===== config.mk =====
export PLATFORM = sky130hd
export DESIGN_NAME = ctc_is_sequencer_flat
export DESIGN_NICKNAME = d
export VERILOG_FILES = /design/src/rtl/ctc_is_sequencer_if.sv /design/src/rtl/ctc_is_sequencer.sv /design/src/flat_wrapper.sv
export SDC_FILE = /design/constraint.sdc
export NUM_CORES = 1
export LEC_CHECK = 0
export CORE_MARGIN = 5
export CORE_UTILIZATION = 45
export CTS_CLUSTER_DIAMETER = 100
export CTS_CLUSTER_SIZE = 10
export DETAILED_ROUTE_END_ITERATION = 8
export PLACE_DENSITY = 0.74
export SYNTH_ARGS = -nofsm -noshare
export SYNTH_HDL_FRONTEND = slang
export SYNTH_SLANG_ARGS = --single-unit

===== constraint.sdc =====
create_clock -name cph2 -period 2.1 [get_ports cph2]
set_clock_uncertainty 0.2 [all_clocks]
set_input_delay 0.42 -clock cph2 [delete_from_list [all_inputs] [get_ports cph2]]
set_output_delay 0.42 -clock cph2 [all_outputs]
set_load 0.05 [all_outputs]

===== src/rtl/ctc_is_sequencer_if.sv =====
// ARC serial instruction bus, sequencer side: ROM fetch, branch/pointer requests,
// carry return, and the is/sync/ws serial outputs.
interface ctc_is_sequencer_if #(
  parameter int ADR_W = 8
);
  logic [ADR_W-1:0] rom_adr;
  logic [9:0]       rom_data;
  logic             adr_ld;
  logic [ADR_W-1:0] adr_in;
  logic             ptr_ld;
  logic [3:0]       ptr_in;
  logic             carry_in;
  logic [5:0]       bit_cnt;
  logic             sync;
  logic             is;
  logic             ws;
  logic [3:0]       ptr;
  logic             carry_flag;

  modport master (
    output rom_adr, bit_cnt, sync, is, ws, ptr, carry_flag,
    input  rom_data, adr_ld, adr_in, ptr_ld, ptr_in, carry_in
  );

  modport slave (
    input  rom_adr, bit_cnt, sync, is, ws, ptr, carry_flag,
    output rom_data, adr_ld, adr_in, ptr_ld, ptr_in, carry_in
  );
endinterface


===== src/rtl/ctc_is_sequencer.sv =====
// ARC instruction sequencer: 56-bit-time word counter, ROM stepping, is/sync serialiser and ws decode.
// Branch and pointer loads are held pending and take effect only at the word boundary.
module ctc_is_sequencer #(
  parameter int ADR_W      = 8,
  parameter int PTR_RST    = 3,
  parameter int SYNC_FIRST = 45
) (
  input logic               cph2,
  input logic               rstn,
  ctc_is_sequencer_if.master bus
);

  localparam logic [5:0] C_LAST_BIT = 6'd55;
  localparam logic [5:0] C_SYNC_LO  = 6'(SYNC_FIRST);
  localparam logic [5:0] C_SYNC_HI  = 6'(SYNC_FIRST + 9);
  localparam logic [5:0] C_LATCH    = 6'(SYNC_FIRST - 1);

  localparam logic [2:0] FT_P  = 3'b000;
  localparam logic [2:0] FT_M  = 3'b001;
  localparam logic [2:0] FT_X  = 3'b010;
  localparam logic [2:0] FT_W  = 3'b011;
  localparam logic [2:0] FT_WP = 3'b100;
  localparam logic [2:0] FT_MS = 3'b101;
  localparam logic [2:0] FT_XS = 3'b110;

  logic [5:0]       r_bit_cnt;
  logic [ADR_W-1:0] r_rom_adr;
  logic [9:0]       r_instr;
  logic             r_field_en;
  logic [2:0]       r_field_type;
  logic [3:0]       r_ptr;
  logic             r_pend_adr_vld;
  logic [ADR_W-1:0] r_pend_adr;
  logic             r_pend_ptr_vld;
  logic [3:0]       r_pend_ptr;
  logic             r_carry_acc;
  logic             r_carry_flag;

  logic             w_wrap;
  logic [3:0]       w_digit;
  logic             w_sync;
  logic             w_is;
  logic             w_ws;
  logic             w_carry_now;

  assign w_wrap      = (r_bit_cnt == C_LAST_BIT);
  assign w_digit     = r_bit_cnt[5:2];
  assign w_sync      = (r_bit_cnt >= C_SYNC_LO) && (r_bit_cnt <= C_SYNC_HI);
  assign w_carry_now = bus.carry_in & w_ws;

  always_comb begin
    w_is = 1'b0;
    for (int k = 0; k < 10; k++) begin
      if (w_sync && (r_bit_cnt == C_SYNC_LO + 6'(k))) begin
        w_is = r_instr[k];
      end
    end
  end

  always_comb begin
    w_ws = 1'b1;
    if (r_field_en) begin
      case (r_field_type)
        FT_P:    w_ws = (w_digit == r_ptr);
        FT_M:    w_ws = (w_digit >= 4'd3) && (w_digit <= 4'd12);
        FT_X:    w_ws = (w_digit <= 4'd2);
        FT_W:    w_ws = 1'b1;
        FT_WP:   w_ws = (w_digit <= r_ptr);
        FT_MS:   w_ws = (w_digit >= 4'd3) && (w_digit <= 4'd13);
        FT_XS:   w_ws = (w_digit == 4'd2);
        default: w_ws = (w_digit == 4'd13);
      endcase
    end
  end

  always_ff @(posedge cph2 or negedge rstn) begin
    if (!rstn) begin
      r_bit_cnt <= '0;
    end else if (w_wrap) begin
      r_bit_cnt <= '0;
    end else begin
      r_bit_cnt <= r_bit_cnt + 6'd1;
    end
  end

  // A request arriving on the boundary cycle itself re-arms the pending slot for the next word.
  always_ff @(posedge cph2 or negedge rstn) begin
    if (!rstn) begin
      r_rom_adr      <= '0;
      r_pend_adr_vld <= 1'b0;
      r_pend_adr     <= '0;
      r_ptr          <= 4'(PTR_RST);
      r_pend_ptr_vld <= 1'b0;
      r_pend_ptr     <= '0;
    end else begin
      if (w_wrap) begin
        r_rom_adr      <= r_pend_adr_vld ? r_pend_adr : r_rom_adr + {{(ADR_W-1){1'b0}}, 1'b1};
        r_pend_adr_vld <= bus.adr_ld;
        if (r_pend_ptr_vld) begin
          r_ptr <= r_pend_ptr;
        end
        r_pend_ptr_vld <= bus.ptr_ld;
      end else begin
        if (bus.adr_ld) begin
          r_pend_adr_vld <= 1'b1;
        end
        if (bus.ptr_ld) begin
          r_pend_ptr_vld <= 1'b1;
        end
      end
      if (bus.adr_ld) begin
        r_pend_adr <= bus.adr_in;
      end
      if (bus.ptr_ld) begin
        r_pend_ptr <= bus.ptr_in;
      end
    end
  end

  always_ff @(posedge cph2 or negedge rstn) begin
    if (!rstn) begin
      r_instr      <= '0;
      r_field_en   <= 1'b0;
      r_field_type <= '0;
    end else begin
      if (r_bit_cnt == C_LATCH) begin
        r_instr <= bus.rom_data;
      end
      if (w_wrap) begin
        r_field_type <= r_instr[4:2];
        r_field_en   <= (r_instr[1:0] == 2'b10);
      end
    end
  end

  always_ff @(posedge cph2 or negedge rstn) begin
    if (!rstn) begin
      r_carry_acc  <= 1'b0;
      r_carry_flag <= 1'b0;
    end else if (w_wrap) begin
      r_carry_flag <= r_carry_acc | w_carry_now;
      r_carry_acc  <= 1'b0;
    end else begin
      r_carry_acc  <= r_carry_acc | w_carry_now;
    end
  end

  assign bus.rom_adr    = r_rom_adr;
  assign bus.bit_cnt    = r_bit_cnt;
  assign bus.sync       = w_sync;
  assign bus.is         = w_is;
  assign bus.ws         = w_ws;
  assign bus.ptr        = r_ptr;
  assign bus.carry_flag = r_carry_flag;

endmodule


===== src/flat_wrapper.sv =====
// flat-port wrapper written by rule: the top's interface ports become plain ports
module ctc_is_sequencer_flat 
#(
  parameter int ADR_W      = 8,
  parameter int PTR_RST    = 3,
  parameter int SYNC_FIRST = 45
)
  (cph2, rstn, bus_rom_adr, bus_bit_cnt, bus_sync, bus_is, bus_ws, bus_ptr, bus_carry_flag, bus_rom_data, bus_adr_ld, bus_adr_in, bus_ptr_ld, bus_ptr_in, bus_carry_in);
  ctc_is_sequencer_if #(.ADR_W(ADR_W)) bus_i ();
  input logic cph2;
  input logic rstn;
  output wire logic [$bits(bus_i.rom_adr)-1:0] bus_rom_adr;
  output wire logic [$bits(bus_i.bit_cnt)-1:0] bus_bit_cnt;
  output wire logic [$bits(bus_i.sync)-1:0] bus_sync;
  output wire logic [$bits(bus_i.is)-1:0] bus_is;
  output wire logic [$bits(bus_i.ws)-1:0] bus_ws;
  output wire logic [$bits(bus_i.ptr)-1:0] bus_ptr;
  output wire logic [$bits(bus_i.carry_flag)-1:0] bus_carry_flag;
  input wire logic [$bits(bus_i.rom_data)-1:0] bus_rom_data;
  input wire logic [$bits(bus_i.adr_ld)-1:0] bus_adr_ld;
  input wire logic [$bits(bus_i.adr_in)-1:0] bus_adr_in;
  input wire logic [$bits(bus_i.ptr_ld)-1:0] bus_ptr_ld;
  input wire logic [$bits(bus_i.ptr_in)-1:0] bus_ptr_in;
  input wire logic [$bits(bus_i.carry_in)-1:0] bus_carry_in;
  assign bus_rom_adr = bus_i.rom_adr;
  assign bus_bit_cnt = bus_i.bit_cnt;
  assign bus_sync = bus_i.sync;
  assign bus_is = bus_i.is;
  assign bus_ws = bus_i.ws;
  assign bus_ptr = bus_i.ptr;
  assign bus_carry_flag = bus_i.carry_flag;
  assign bus_i.rom_data = bus_rom_data;
  assign bus_i.adr_ld = bus_adr_ld;
  assign bus_i.adr_in = bus_adr_in;
  assign bus_i.ptr_ld = bus_ptr_ld;
  assign bus_i.ptr_in = bus_ptr_in;
  assign bus_i.carry_in = bus_carry_in;
  ctc_is_sequencer #(.ADR_W(ADR_W), .PTR_RST(PTR_RST), .SYNC_FIRST(SYNC_FIRST)) u_core (.cph2(cph2), .rstn(rstn), .bus(bus_i));
endmodule

# == Yosys cells after proc, flatten, opt, wreduce, memory -nomap -nowiden ==
# Cells that the tools add are included.
# totals
ff_bits,48
latch_bits,0
ramBits,0
mem_bits_ro,0
in_bits,27
word_cells,81
n_memories,0
# op_classes
add_sub_neg,2
n_mul,0
div,0
n_lt_le_gt_ge,7
eq_ne,22
shift,0
muxes,19
bitwise_logic,2
reduce_logical,17
# op_table
op,count
== test 6 bit (second input constant),12
2-to-1 mux 1 bit,16
logical AND 1 bit,13
== test 3 bit (second input constant),3
adder 8 x 1 -> 8 bit (second input constant),1
less-or-equal comparator 4 bit (second input constant),2
2-to-1 mux 8 bit,1
case mux 1 bit (7 select lines),1
adder 6 x 1 -> 6 bit (second input constant),1
== test 3 x 2 -> 1 bit (second input constant),2
>= comparator 6 bit (second input constant),1
less-or-equal comparator 6 bit (second input constant),1
2-to-1 mux 6 bit,1
== test 4 x 2 -> 1 bit (second input constant),1
== test 4 bit,1
== test 4 bit (second input constant),1
>= comparator 4 x 2 -> 1 bit (second input constant),1
less-or-equal comparator 4 x 2 -> 1 bit (second input constant),1
less-or-equal comparator 4 bit,1
nonzero test 2 bit,2
== test 3 x 1 -> 1 bit (second input constant),1
logical NOT 3 bit,1
== test 2 bit (second input constant),1
AND reduction 2 bit,1
2 further kinds,2

# == Logic depth before layout (Yosys ltp) ==
# Gate-level depths: netlist of the first run.
# logic_depth
depth_word,13
mapped_depth,8

# == Worst setup path after synthesis of the first run ==
# OpenSTA, ideal clock, no wires.
# synth_timing
kind,register -> output
start,"reg u_core.r_bit_cnt[1], in the netlist u_core.bus.bit_cnt[1]"
end,out bus_is
t_arrival_ps,2632
t_required_ps,1480
slack_ps,-1152
stages_incl_launch_ff,8
path_buffers,0
path_cell_list,dfrtp_1 -> inv_1 -> ha_1 -> nand3b_1 -> a221oi_1 -> o311ai_0 -> o32a_1 -> a31oi_1
# synth_between
elab_chain_cells,13
elab_cells_between_ends,33
cone_classes,order compare (2); eq/ne (10); mux (10); reduce/logical (11)
# synth_lines
element,line_no,source
from (decl),ctc_is_sequencer.sv:26,logic [5:0] r_bit_cnt;
from (signal assigned),ctc_is_sequencer.sv:82,r_bit_cnt <= r_bit_cnt + 6'd1;
>= comparator 6 bit / less-or-equal comparator 6 bit (equally long branches),ctc_is_sequencer.sv:48,assign w_sync = (r_bit_cnt >= C_SYNC_LO) && (r_bit_cnt <= C_SYNC_HI);
logical AND 1 bit,ctc_is_sequencer.sv:48,
logical AND 1 bit,ctc_is_sequencer.sv:54,if (w_sync && (r_bit_cnt == C_SYNC_LO + 6'(k))) begin
2-to-1 mux 1 bit (9 in a row),ctc_is_sequencer.sv:54,
2-to-1 mux 1 bit (*),ctc_is_sequencer.sv:54,
to (decl),flat_wrapper.sv:15,output wire logic [$bits(bus_i.is)-1:0] bus_is;
# Every way passes the cells marked *; elsewhere a longest branch is shown, timed or not.

# == Worst setup path in the final report of the first run ==
# Ends and elaborated chain as after synthesis.

==> flow_metrics.py, run 1 <==
metrics = {
    "outcome": {
        "outcome": "finished, violations left",
        "violations": "negative setup slack",
    },
    "worst_setup_path": {
        "r2r.worst_path.cells": 7,
        "crit_type": "flip-flop to primary output",
        "critPathRequiredTime_ns": 1.48,
        "worstSetupEndpointType": "primary output",
        "cp_slowest_stage_delay_ns": 0.45,
        "cp_slowest_cell": "dfrtp_2",
        "worst-path-buf-inv": 2,
        "critPathLaunchType": "flip-flop",
        "path_cells": "buf_4 > ha_4 > a21oi_1 > a221oi_2 > o311ai_1 > o32a_1 > a31oi_4 > buf_12",
        "cp_max_fo": 6,
        "reg2reg_slack_ns": 0.03,
        "rr_startpoint": "u_core.bus.bit_cnt[0]",
        "arrival_ns": 2.04,
        "r2r-end": "u_core.bus.ptr[3]",
        "cp_num_cells": 8,
        "cpLargestDelayFamily": "compound AO/OA/AOI/OAI gates",
    },
    "pwr": {
        "pwr-share-clk_pct": 38.2,
        "internal_power_mw": 1.41,
        "p_leak_nw": 1.58,
        "p_switching_uw": 401,
        "p_total_mw": 1.81,
        "ir_drop_v": 0.000311,
        "power_density_nw_per_um2": 510,
        "p_comb_share_pct": 7.8,
        "p_sw_share_pct": 22.2,
        "seqPwrFrac_pct": 54.0,
    },
    "placement": {
        "placedCellCount": 372,
        "placed_area_sq_um": 3310,
        "place.port_buffers": 48,
        "detailed_place_hpwl_um": 4260,
        "gp_congestion": 0.886,
    },
    "synth": {
        "synthCells": 232,
        "ys_seq_area_share_pct": 47.9,
        "synth_top_area_share_pct": 45.8,
        "ys_warn_count": 0,
        "synth_area_sq_um": 2510,
        "synth_edf_count": 0,
        "synth_nets": 269,
        "yosys-top-cells-area": "dfrtp_1 46%, mux2_2 7.2%, mux2_4 6.0%, ha_1 5.0%, nand2_1 3.7%",
        "ys_dominant_reg_cell": "dfrtp_1",
        "syn_avg_cell_area_sq_um": 10.8,
        "synth_area_leader_cell": "dfrtp_1",
        "synth_seq_cells": 48,
        "yosys.cell_types.count": 48,
        "async_flop_share_pct": 100,
    },
    "detailed_routing": {
        "finalWirelength_um": 5830,
        "ant_nets": 0,
        "routed-via-count": 2027,
        "routed_via_density": 5.26,
        "wire_per_inst_um": 15.2,
        "drt-initial-drc-count": 65,
        "drtPass1Iterations": 4,
        "drc": 0,
    },
    "layout": {
        "diodes": 0,
        "final_common_cell": "buf_4",
        "fillerInstances": 450,
        "final_nets": 349,
        "fin_cells": 385,
        "final_area_sq_um": 3550,
        "multi_input_area_sq_um": 1310,
        "synthToLayoutAreaGrowth_pct": 41.2,
        "layout-drive-gt1-share_pct": 39.9,
        "layout_common_cells": "50 x buf_4, 39 x dfrtp_1, 25 x nand2_1, 25 x clkdlybuf4s50_1, 16 x mux2_2",
        "seq_area_sq_um": 1210,
    },
    "floorplan": {
        "core_area_sq_um": 5470,
        "die_width_um": 84.7,
        "rows": 27,
        "start_util_pct": 45.9,
        "dieArea_sq_um": 7180,
        "io_pins": 49,
        "die_h_um": 84.7,
    },
    "clock_tree": {
        "htreeDepth": 2,
        "cts_buffers": 5,
        "clkTransAtPathRegs_ns": 0.09,
        "clkLatencyLatePin_ns": 0.31,
        "cts_root_buf": "clkbuf_8",
        "cts_tree": "yes",
        "clock-sinks": 48,
        "cts_buffer_depth": 2,
    },
    "worst_hold_path": {
        "hold_class": "flip-flop to flip-flop",
        "min_from": "u_core.r_pend_ptr_vld",
        "hold_depth": 1,
        "min_delay_worst_endpoint": "u_core.r_pend_ptr_vld",
    },
    "timing": {
        "slew_headroom_pct": 72.3,
        "tightest_slew_ns": 0.416,
        "fmax_mhz": 376,
        "period_minus_slack_ns": 2.66,
        "hold_violations": 0,
        "holdWs_ns": 0.302,
        "setup_viol": 3,
        "slew_violations": 0,
        "rsz0062_at_grt": "true",
        "min_period_over_period_pct": 127,
        "setup_ws_ns": -0.560,
    },
    "grt": {
        "grt_pass1_wl_um": 9690,
        "grt_use_total_pct": 16.8,
        "grt_max_degree": 25,
        "antenna_found_initial": 0,
        "grt-ovfl-total": 0,
        "grt_pass1_vias": 2097,
    },
    "flow_run": {
        "drv_cap": 0,
    },
}
what timing repair did:
action                                 CTS  global route
gates cloned                             0             1
setup buffers                            3             0
endpoints found under the hold margin   12             0
gates resized for setup                 10             8
hold buffers                             1             0
setup endpoints to repair                3            17
pin swaps                                3             0
worst max-delay path by stage:
| stage | start | end | slack, ns |
|---|---|---|---|
| after global routing | u_core.bus.bit_cnt[1] | bus_is | -0.65 |
| after detailed placement | u_core.bus.bit_cnt[0] | bus_is | -0.25 |
| after CTS | u_core.bus.bit_cnt[1] | bus_is | -0.52 |
| final | u_core.bus.bit_cnt[1] | bus_is | -0.56 |
| after floorplan | u_core.bus.bit_cnt[0] | bus_is | -0.41 |
| after global placement | u_core.bus.bit_cnt[0] | bus_is | -0.21 |
cell families after synthesis:
family / share of synthesized area, %
xor gates and xnor gates: 0.697
buffers and inverters: 4.83
AOI/OAI and AO/OA: 13.1
adders and majority gates: 4.98
DFF: 47.9
and+or+nand+nor: 14.5
muxes: 13.9
power groups by stage:
stage                     logic, mW  registers, mW  clock network, mW
after floorplan              0.0576          0.988                  0
after global placement        0.139          0.994                  0
after detailed placement      0.142          0.996                  0
after CTS                     0.144          0.977              0.711
after global routing          0.154          0.981              0.745
final                         0.141          0.977              0.691
per-layer routing:
layer  global-route usage [%]  vias to the layer above  part of all wire, %
li1                         -                      986                    -
met1                     19.7                      991                   43
met2                     29.5                       44                   51
met3                     4.61                        6                  5.3
met4                     5.32                        0                  1.3
met5                        0                        -                    0
cell usage after synthesis, types with 2 or more instances:
cell type / number
inv_1: 10
dfstp_2: 2
xor2_1: 2
or3_1: 3
clkbuf_1: 3
mux2_2: 16
nor2b_1: 3
nor3_1: 6
a21oi_1: 13
a31oi_1: 2
o21ai_1: 3
nor2_1: 10
mux2_4: 10
nand3b_1: 2
buf_6: 3
buf_2: 4
nor3b_1: 2
buf_4: 2
dfrtp_1: 46
nand3_1: 7
a22oi_1: 4
mux2i_1: 2
o211ai_1: 3
ha_1: 10
nand2b_1: 3
nand2_1: 25
o2bb2ai_1: 3
a21o_1: 2
o21ai_0: 12
state kept, by name, indices dropped and copies added (netlist names), 3 cells and up:
| register | count |
|---|---|
| u_core.bus.bit_cnt | 6 |
| u_core.bus.ptr | 4 |
| u_core.bus.rom_adr | 8 |
| u_core.r_field_type | 3 |
| u_core.r_instr | 10 |
| u_core.r_pend_adr | 8 |
| u_core.r_pend_ptr | 4 |
final cells by class:
class	count	area share, %
clock inverters	3	1.34
multi-input cells	161	36.8
inverters	11	1.30
flip-flops and latches	48	34.2
well taps	72	2.54
clock buffers	5	1.94
repair buffers	85	21.8
metrics by stage:
step	setup WS (ns)	utilization (%)	setup TNS (ns)
6_report	-0.560	64.8	-1.28
5_1_grt	-0.651	64.8	-1.81
4_1_cts	-0.523	64.2	-1.28
3_5_place_dp	-0.247	60.6	-0.416
3_3_place_gp	-0.207	60.6	-0.334
2_1_floorplan	-0.415	-	-0.634
Note: power is estimated with default switching activity, not from simulation.
==> run 2, diff against run 1 <==
--- a/config.mk
+++ b/config.mk
@@ -11,6 +11,7 @@
 export CTS_CLUSTER_SIZE = 10
 export DETAILED_ROUTE_END_ITERATION = 8
 export PLACE_DENSITY = 0.74
+export SKIP_CTS_REPAIR_TIMING = 1
 export SYNTH_ARGS = -nofsm -noshare
 export SYNTH_HDL_FRONTEND = slang
 export SYNTH_SLANG_ARGS = --single-unit
==> run 2 against run 1 <==
The run still ends with negative setup slack left; die area stayed put; sequential share of layout area about the same; final cell count decreased by 0.52%; combinational power barely moved; count of clock-buffer cells in the layout stayed put; first-iteration DRC count fell by 7.7%; highest routed layer unchanged.
==> flow_metrics.py, run 2 (synthesis gave the netlist of run 1 again) <==
metrics = {
    "worst_setup_path": {
        "cp_max_fo": 5,
        "arrival_ns": 2.05,
        "path_cells": "inv_4 > ha_4 > nand3b_1 > a221oi_2 > o311ai_1 > o32a_1 > a31oi_4 > buf_12",
        "critPathLaunchType": "flip-flop",
        "cp_slowest_cell": "dfrtp_2",
        "crit_start": "u_core.bus.bit_cnt[1]",
        "crit_type": "flip-flop to primary output",
        "critPathRequiredTime_ns": 1.48,
        "worstSetupEndpointType": "primary output",
        "rr_startpoint": "u_core.bus.bit_cnt[4]",
        "cp_slowest_stage_delay_ns": 0.43,
    },
    "pwr": {
        "power_density_nw_per_um2": 511,
        "p_switching_uw": 404,
        "ir_drop_v": 0.000315,
        "p_sw_share_pct": 22.3,
        "p_comb_share_pct": 7.8,
        "seqPwrFrac_pct": 53.9,
        "p_leak_nw": 1.57,
        "internal_power_mw": 1.41,
        "p_total_mw": 1.81,
        "pwr-share-clk_pct": 38.3,
    },
    "layout": {
        "diodes": 0,
        "final_common_cell": "buf_4",
        "final_nets": 347,
        "fillerInstances": 457,
        "regMostFlops": "u_core.r_instr",
        "multi_input_area_sq_um": 1320,
        "fin_cells": 383,
        "seq_area_sq_um": 1210,
        "layout_common_cells": "48 x buf_4, 39 x dfrtp_1, 25 x clkdlybuf4s50_1",
        "largest_reg_flops": 10,
        "synthToLayoutAreaGrowth_pct": 41.1,
        "layout-drive-gt1-share_pct": 40.2,
    },
    "flow_run": {
        "drv_cap": 0,
    },
    "worst_hold_path": {
        "hold_class": "flip-flop to flip-flop",
        "min_from": "u_core.r_pend_ptr_vld",
    },
    "placement": {
        "placedCellCount": 372,
        "detailed_place_hpwl_um": 4260,
        "gp_congestion": 0.886,
        "place.port_buffers": 48,
    },
    "floorplan": {
        "core_area_sq_um": 5470,
        "die_width_um": 84.7,
        "die_h_um": 84.7,
        "dieArea_sq_um": 7180,
        "start_util_pct": 45.9,
        "rows": 27,
        "io_pins": 49,
    },
    "timing": {
        "setup_viol": 3,
        "rsz0062_at_grt": "true",
        "tightest_slew_ns": 0.409,
        "setup_ws_ns": -0.567,
        "period_minus_slack_ns": 2.67,
        "fmax_mhz": 375,
        "slew_headroom_pct": 72.7,
        "min_period_over_period_pct": 127,
        "slew_violations": 0,
        "hold_violations": 0,
    },
    "grt": {
        "grt_max_degree": 25,
        "grt_pass1_wl_um": 9310,
        "grt-ovfl-total": 0,
        "grt_use_total_pct": 16.1,
        "grt_pass1_vias": 2019,
        "antenna_found_initial": 0,
    },
    "detailed_routing": {
        "drtPass1Iterations": 4,
        "routed_via_density": 5.27,
        "routed-via-count": 2020,
        "finalWirelength_um": 5870,
        "drc": 0,
        "ant_nets": 0,
        "drt-initial-drc-count": 60,
        "wire_per_inst_um": 15.3,
    },
    "clock_tree": {
        "cts_root_buf": "clkbuf_8",
        "clkLatencyLatePin_ns": 0.31,
        "htreeDepth": 2,
        "clock-sinks": 48,
        "cts_buffer_depth": 2,
        "cts_buffers": 5,
        "cts_tree": "yes",
        "clkTransAtPathRegs_ns": 0.09,
    },
    "outcome": {
        "violations": "negative setup slack",
        "outcome": "finished, violations left",
    },
}
[run 2: worst paths after layout]
path / endpoint / slack [ns] / cells past startpoint
worst min register to register: u_core.r_pend_ptr_vld / 0.30 / 1
worst max register to register: u_core.r_instr[6] / 0.05 / 6
min in group asynchronous: u_core.bus.bit_cnt[4] / 0.37 / 2
max in group asynchronous: u_core.bus.bit_cnt[3] / 0.82 / 3
worst min-delay path: u_core.r_pend_ptr_vld / 0.30 / 1
worst max-delay path: bus_is / -0.57 / 8
[run 2: metrics by stage]
stage | setup slack [ns] | util, % | TNS [ns] | hold WS (ns) | cell area [sq um]
after floorplan | -0.415 | - | -0.634 | -0.0756 | 2590
after global placement | -0.207 | 60.6 | -0.334 | 0.168 | 3310
after detailed placement | -0.247 | 60.6 | -0.416 | 0.172 | 3310
after CTS | -0.587 | 62.7 | -1.46 | -0.167 | 3430
after global routing | -0.676 | 64.8 | -1.71 | 0.313 | 3550
final | -0.567 | 64.8 | -1.38 | 0.300 | 3550
[run 2: cell type report]
cell class | count | share of cell area (%)
repair buffers | 83 | 21.4
inverters | 11 | 1.31
multi-input cells | 161 | 37.2
clock buffers | 5 | 1.94
well taps | 72 | 2.54
flip-flops and latches | 48 | 34.3
clock inverters | 3 | 1.34
[run 2: power groups by stage]
stage	sequential, mW	combinational (mW)	clock, mW
2_1_floorplan	0.988	0.0576	0
3_3_place_gp	0.994	0.139	0
3_5_place_dp	0.996	0.142	0
4_1_cts	0.977	0.143	0.711
5_1_grt	0.981	0.154	0.745
6_report	0.977	0.141	0.694
[run 2: critical path: cells and delay by family, from the launching register on]
family                     cells  cell delay (ns)
AOI/OAI and AO/OA              4             0.74
DFF                            1             0.43
buffers and inverters          2             0.23
adders and majority gates      1             0.17
and+or+nand+nor                1             0.17
[run 2: per-layer routing]
metal	GRT usage (%)	up-vias	wire (um)
li1	-	989	-
met1	19.3	983	2490
met2	27.9	40	3000
met3	4.51	8	292
met4	5.18	0	89
met5	0	-	0
